File: src/rtl/sqrt_sched_pkg.sv
// rtl/sqrt_sched_pkg.sv - shared state encoding, defaults and helpers for the sqrt scheduler
package sqrt_sched_pkg;

    localparam int DEF_WIDTH   = 8;
    localparam int DEF_TIMEOUT = 64;

    // Gray-ordered so IDLE->START->WAIT->RESP changes one bit per step
    typedef enum logic [1:0] {
        ST_IDLE  = 2'b00,
        ST_START = 2'b01,
        ST_WAIT  = 2'b11,
        ST_RESP  = 2'b10
    } state_t;

    function automatic logic [1:0] owner_onehot(input logic idx);
        return idx ? 2'b10 : 2'b01;
    endfunction

endpackage

File: src/rtl/sqrt_scheduler_if.sv
// rtl/sqrt_scheduler_if.sv - requester, response and datapath signals of the sqrt scheduler
interface sqrt_scheduler_if
    import sqrt_sched_pkg::*;
#(
    parameter int WIDTH = DEF_WIDTH
);
    logic [1:0]         req_i;
    logic [WIDTH-1:0]   op0_i;
    logic [WIDTH-1:0]   op1_i;
    logic [1:0]         gnt_o;
    logic [1:0]         rsp_valid_o;
    logic [1:0]         rsp_ack_i;
    logic [WIDTH/2-1:0] rsp_root_o;
    logic               rsp_err_o;
    logic               core_start_o;
    logic [WIDTH-1:0]   core_op_o;
    logic               core_done_i;
    logic [WIDTH/2-1:0] core_root_i;
    logic               core_abort_o;

    modport master (
        output req_i, op0_i, op1_i, rsp_ack_i, core_done_i, core_root_i,
        input  gnt_o, rsp_valid_o, rsp_root_o, rsp_err_o,
               core_start_o, core_op_o, core_abort_o
    );

    modport slave (
        input  req_i, op0_i, op1_i, rsp_ack_i, core_done_i, core_root_i,
        output gnt_o, rsp_valid_o, rsp_root_o, rsp_err_o,
               core_start_o, core_op_o, core_abort_o
    );

endinterface

File: src/rtl/rr_arbiter_2.sv
// rtl/rr_arbiter_2.sv - two-way round-robin arbiter, combinational one-hot grant
module rr_arbiter_2 (
    input  logic [1:0] req,
    input  logic       last,
    output logic [1:0] grant
);

    always_comb begin
        grant = 2'b00;
        case (req)
            2'b01:   grant = 2'b01;
            2'b10:   grant = 2'b10;
            // on a tie the requester not served last wins
            2'b11:   grant = last ? 2'b01 : 2'b10;
            default: grant = 2'b00;
        endcase
    end

endmodule

File: src/rtl/sqrt_scheduler.sv
// rtl/sqrt_scheduler.sv - two-requester scheduler in front of a square-root datapath
module sqrt_scheduler
    import sqrt_sched_pkg::*;
#(
    parameter int WIDTH   = DEF_WIDTH,
    parameter int TIMEOUT = DEF_TIMEOUT
) (
    input  logic             clk,
    input  logic             rst,
    sqrt_scheduler_if.slave  bus
);

    localparam int            CW       = $clog2(TIMEOUT + 1);
    localparam logic [CW-1:0] CNT_LAST = CW'(TIMEOUT - 1);

    state_t           state;
    logic             last;
    logic             owner;
    logic [CW-1:0]    cnt;
    logic [1:0]       grant;
    logic [WIDTH-1:0] op_sel;

    rr_arbiter_2 u_arb (
        .req   (bus.req_i),
        .last  (last),
        .grant (grant)
    );

    always_comb begin
        op_sel = grant[1] ? bus.op1_i : bus.op0_i;
    end

    always_ff @(posedge clk or posedge rst) begin
        if (rst) begin
            state            <= ST_IDLE;
            last             <= 1'b1;
            owner            <= 1'b0;
            cnt              <= '0;
            bus.gnt_o        <= 2'b00;
            bus.rsp_valid_o  <= 2'b00;
            bus.rsp_root_o   <= '0;
            bus.rsp_err_o    <= 1'b0;
            bus.core_start_o <= 1'b0;
            bus.core_op_o    <= '0;
            bus.core_abort_o <= 1'b0;
        end else begin
            bus.gnt_o        <= 2'b00;
            bus.core_start_o <= 1'b0;
            bus.core_abort_o <= 1'b0;
            case (state)
                ST_IDLE: begin
                    if (|grant) begin
                        owner            <= grant[1];
                        last             <= grant[1];
                        bus.core_op_o    <= op_sel;
                        bus.gnt_o        <= grant;
                        bus.core_start_o <= 1'b1;
                        state            <= ST_START;
                    end
                end
                ST_START: begin
                    cnt   <= '0;
                    state <= ST_WAIT;
                end
                ST_WAIT: begin
                    // completion takes priority over a coincident timeout
                    if (bus.core_done_i) begin
                        bus.rsp_root_o  <= bus.core_root_i;
                        bus.rsp_err_o   <= 1'b0;
                        bus.rsp_valid_o <= owner_onehot(owner);
                        state           <= ST_RESP;
                    end else if (cnt == CNT_LAST) begin
                        bus.core_abort_o <= 1'b1;
                        bus.rsp_root_o   <= '0;
                        bus.rsp_err_o    <= 1'b1;
                        bus.rsp_valid_o  <= owner_onehot(owner);
                        state            <= ST_RESP;
                    end else begin
                        cnt <= cnt + CW'(1);
                    end
                end
                ST_RESP: begin
                    if (bus.rsp_ack_i[owner]) begin
                        bus.rsp_valid_o <= 2'b00;
                        state           <= ST_IDLE;
                    end
                end
                default: state <= ST_IDLE;
            endcase
        end
    end

endmodule

File: src/flat_wrapper.sv
// flat-port wrapper written by rule: the top's interface ports become plain ports
module sqrt_scheduler_flat import sqrt_sched_pkg::*;
#(
    parameter int WIDTH   = DEF_WIDTH,
    parameter int TIMEOUT = DEF_TIMEOUT
)
  (clk, rst, bus_req_i, bus_op0_i, bus_op1_i, bus_rsp_ack_i, bus_core_done_i, bus_core_root_i, bus_gnt_o, bus_rsp_valid_o, bus_rsp_root_o, bus_rsp_err_o, bus_core_start_o, bus_core_op_o, bus_core_abort_o);
  sqrt_scheduler_if #(.WIDTH(WIDTH)) bus_i ();
  input  logic clk;
  input  logic rst;
  input wire logic [$bits(bus_i.req_i)-1:0] bus_req_i;
  input wire logic [$bits(bus_i.op0_i)-1:0] bus_op0_i;
  input wire logic [$bits(bus_i.op1_i)-1:0] bus_op1_i;
  input wire logic [$bits(bus_i.rsp_ack_i)-1:0] bus_rsp_ack_i;
  input wire logic [$bits(bus_i.core_done_i)-1:0] bus_core_done_i;
  input wire logic [$bits(bus_i.core_root_i)-1:0] bus_core_root_i;
  output wire logic [$bits(bus_i.gnt_o)-1:0] bus_gnt_o;
  output wire logic [$bits(bus_i.rsp_valid_o)-1:0] bus_rsp_valid_o;
  output wire logic [$bits(bus_i.rsp_root_o)-1:0] bus_rsp_root_o;
  output wire logic [$bits(bus_i.rsp_err_o)-1:0] bus_rsp_err_o;
  output wire logic [$bits(bus_i.core_start_o)-1:0] bus_core_start_o;
  output wire logic [$bits(bus_i.core_op_o)-1:0] bus_core_op_o;
  output wire logic [$bits(bus_i.core_abort_o)-1:0] bus_core_abort_o;
  assign bus_i.req_i = bus_req_i;
  assign bus_i.op0_i = bus_op0_i;
  assign bus_i.op1_i = bus_op1_i;
  assign bus_i.rsp_ack_i = bus_rsp_ack_i;
  assign bus_i.core_done_i = bus_core_done_i;
  assign bus_i.core_root_i = bus_core_root_i;
  assign bus_gnt_o = bus_i.gnt_o;
  assign bus_rsp_valid_o = bus_i.rsp_valid_o;
  assign bus_rsp_root_o = bus_i.rsp_root_o;
  assign bus_rsp_err_o = bus_i.rsp_err_o;
  assign bus_core_start_o = bus_i.core_start_o;
  assign bus_core_op_o = bus_i.core_op_o;
  assign bus_core_abort_o = bus_i.core_abort_o;
  sqrt_scheduler #(.WIDTH(WIDTH), .TIMEOUT(TIMEOUT)) u_core (.clk(clk), .rst(rst), .bus(bus_i));
endmodule
File: config.mk
export PLATFORM = sky130hd
export DESIGN_NAME = sqrt_scheduler_flat
export DESIGN_NICKNAME = d
export VERILOG_FILES = /design/src/rtl/sqrt_sched_pkg.sv /design/src/rtl/sqrt_scheduler_if.sv /design/src/rtl/rr_arbiter_2.sv /design/src/rtl/sqrt_scheduler.sv /design/src/flat_wrapper.sv
export SDC_FILE = /design/constraint.sdc
export NUM_CORES = 1
export LEC_CHECK = 0
export BUFFER_PORTS_ARGS = -buffer_cell sky130_fd_sc_hd__buf_2
export CORE_MARGIN = 4
export CORE_UTILIZATION = 30
export CTS_BUF_LIST = sky130_fd_sc_hd__clkbuf_4 sky130_fd_sc_hd__clkbuf_8
export CTS_CLUSTER_DIAMETER = 40
export DETAILED_ROUTE_END_ITERATION = 8
export MAX_ROUTING_LAYER = met4
export SLEW_MARGIN = 20
export SYNTH_ARGS = -nofsm -noshare
export SYNTH_HDL_FRONTEND = slang
export SYNTH_SLANG_ARGS = --single-unit
File: constraint.sdc
create_clock -name clk -period 1.75 [get_ports clk]
set_input_delay 0.35 -clock clk [delete_from_list [all_inputs] [get_ports clk]]
set_output_delay 0.35 -clock clk [all_outputs]
set_load 0.01 [all_outputs]
==> flow_summary.json <==
{
  "vias": 1141,
  "syn-num-nets": 151,
  "ys_top_cells_by_count": "dfrtp_1 (29), nand2_1 (14), o21ai_0 (12), mux2i_1 (9), nor2_1 (6)",
  "ys_ff_latch": 30,
  "end_kind": "flip-flop",
  "synth_largest_area_cell": "dfrtp_1",
  "slew-limit-headroom_pct": 56.0,
  "rr_endpoint": "u_core.cnt[5]",
  "syn_to_final_growth_pct": 29.4,
  "clockBufferDepth": 2,
  "period_share_pct": 91.4,
  "synth-edff-count": 0,
  "ioPinCount": 46,
  "grt_overflow": 0,
  "start_util_pct": 31.1,
  "clock_sinks": 30,
  "finalClockSkew_ns": 0.00371,
  "nets": 204,
  "firstDrtPassIters": 4,
  "setup_violations": 0,
  "grt_pass1_wl_um": 5260,
  "pwr-share-seq_pct": 43.4,
  "worst_slew_pin_slew_ns": 0.660,
  "r2r_slack_ns": 0.15,
  "crit_required_ns": 1.93,
  "slowest_delay_ns": 0.42,
  "cap_violations": 0,
  "p_clk_share_pct": 21.6,
  "yosys-top-cells-area": "dfrtp_1 (53%), mux2i_1 (6.6%), o21ai_0 (4.4%)",
  "wire_per_inst_um": 13.5,
  "start_kind": "flip-flop",
  "syn_area_um2": 1360,
  "diodes": 0,
  "die_area_um2": 5680,
  "synth.most_common_cell": "dfrtp_1",
  "synthFlopType": "dfrtp_1",
  "finalWirelength_um": 3090,
  "fp.dieW_um": 75.4,
  "cts_tree": "done",
  "hp-class": "primary input to async pin",
  "leakage_uw": 0.000899,
  "ys_types": 38,
  "grt_pass1_vias": 1162,
  "viasPerCell": 4.98,
  "final.min_clock_period_ns": 1.60,
  "ir_drop_mv": 0.597,
  "rr_startpoint": "u_core.cnt[0]",
  "ys_seq_area_share_pct": 55.2,
  "slowest_stage": "dfrtp_1",
  "htree_levels": 2,
  "intPower_uw": 1720,
  "yosys_warnings": 0,
  "ff2ff_path_depth": 5,
  "worst-setup-path-type": "flip-flop to flip-flop",
  "p_sw_uw": 989,
  "die_h_um": 75.4,
  "antenna_found_initial": 0,
  "path_max_fanout": 9,
  "clkLatencyLatePin_ns": 0.28,
  "rsz0062_at_grt": "false",
  "drtIter0Drc": 82,
  "syn_inst": 123,
  "path_cells": "ha_1 -> nand4_2 -> o21ai_4 -> or3_1 -> o311ai_1",
  "rows": 24,
  "switching_share_pct": 36.5,
  "worst_slack_ns": 0.151,
  "cts.clk_slew.worst_paths_ns": 0.06,
  "postRouteAntennaNets": 0,
  "p_comb_share_pct": 35.0,
  "avgSynthCellArea_um2": 11.1,
  "final_max_slew_viol_count": 0,
  "grt_max_degree": 31,
  "dp_slack_ns": 0.157,
  "finalHoldViolCount": 0,
  "core-area_um2": 4380,
  "drive_gt1_share_pct": 38.4,
  "grt_use_total_pct": 12.8,
  "cts_setup_buffers": 0,
  "async_flop_share_pct": 100,
  "ctsResizeCount": 0,
  "fin_setup_tns_ns": 0,
  "status": "finished clean",
  "cts_made_buffers": 5,
  "root_buffer": "clkbuf_8",
  "fmax_mhz": 625,
  "yosys.area.top_type_share_pct": 53.3,
  "hpwlAfterDp_um": 2320,
  "gp_congestion": 0.871,
  "ctsHoldBuffers": 0,
  "port_buffers": 45,
  "arrival_ns": 1.78,
  "power_per_cell_area_nw_per_um2": 1540,
  "drc": 0
}
layout make-up:
class	instances	area, µm²
fillers	442	2620
well taps	52	65.1
multi-input cells	86	581
clock buffers	7	90.1
clock inverters	1	5.00
repair buffers	49	255
flip-flops and latches	30	752
inverters	4	15.0
worst max-delay path, delay by kind of cell (launching register included):
family	cells	cell delay [ns]
simple gates	2	0.49
flops	1	0.42
compound gates	2	0.33
fa+ha+maj	1	0.26
sequential cells by signal, indices dropped and copies added (netlist names):
name                     count
u_core.bus.core_abort_o      1
u_core.bus.core_op_o         8
u_core.bus.core_start_o      1
u_core.bus.gnt_o             2
u_core.bus.rsp_err_o         1
u_core.bus.rsp_root_o        4
u_core.bus.rsp_valid_o       2
u_core.cnt                   7
u_core.last                  1
u_core.owner                 1
u_core.state                 2
worst max path at each step:
stage	start	end	slack [ns]	cells after the start
after floorplan	u_core.cnt[0]	u_core.cnt[1]	0.23	5
after global placement	u_core.cnt[0]	u_core.cnt[5]	0.19	5
after detailed placement	u_core.cnt[0]	u_core.cnt[5]	0.16	5
after CTS	u_core.cnt[0]	u_core.cnt[5]	0.15	5
after global routing	u_core.cnt[0]	u_core.cnt[5]	0.01	5
final	u_core.cnt[0]	u_core.cnt[5]	0.15	5
per-layer routing:
metal / vias to the layer above / global-route usage (%) / routed length, µm / share of wire (%)
met1: 535 / 16.0 / 1380 / 45
met5: - / - / 0 / 0
met3: 5 / 4.88 / 264 / 8.6
met4: 0 / 4.47 / 39 / 1.3
li1: 560 / - / - / -
met2: 41 / 18.9 / 1400 / 45
per-stage QoR:
| stage | total power, µW | hold WS (ns) | instance area (µm²) | cells | utilization, % |
|---|---|---|---|---|---|
| 3_5_place_dp | 2160 | 0.453 | 1670 | 221 | 38.0 |
| 2_1_floorplan | 1780 | 0.420 | 1360 | 123 | - |
| 3_3_place_gp | 2130 | 0.445 | 1670 | 221 | 38.0 |
| 6_report | 2710 | 0.131 | 1760 | 229 | 40.2 |
| 5_1_grt | 2950 | 0.177 | 1760 | 229 | 40.2 |
| 4_1_cts | 2760 | 0.148 | 1760 | 229 | 40.2 |
cells in the final DEF (no fill, tap or decap), drive strengths merged, types with 2 or more instances in the layout:
master  synthesis  layout
buf             3      49
dfrtp          29      29
nand2          16      16
o21ai          15      15
mux2i           9       9
clkbuf          0       7
nor2            6       6
inv             4       4
a22o            4       4
o311ai          4       4
nand2b          3       3
nand3           3       3
a31oi           3       3
or3             2       2
o211ai          2       2
a31o            2       2
a21boi          2       2
and2            2       2
a21oi           2       2
a21o            2       2
cell families after synthesis:
family / synth area share, %
buffers and inverters: 2.20
AND/OR/NAND/NOR: 14.8
AO/OA/AOI/OAI: 20.3
flip-flops: 55.2
adder cells (fa/ha/maj): 0.918
multiplexers: 6.61
power by group through the flow:
stage / clock, µW / sequential, µW / combinational (µW)
5_1_grt: 637 / 1220 / 1090
4_1_cts: 608 / 1180 / 970
6_report: 585 / 1180 / 948
2_1_floorplan: 0 / 1220 / 555
3_3_place_gp: 0 / 1190 / 946
3_5_place_dp: 0 / 1190 / 973
(Power assumes the default switching activity.)
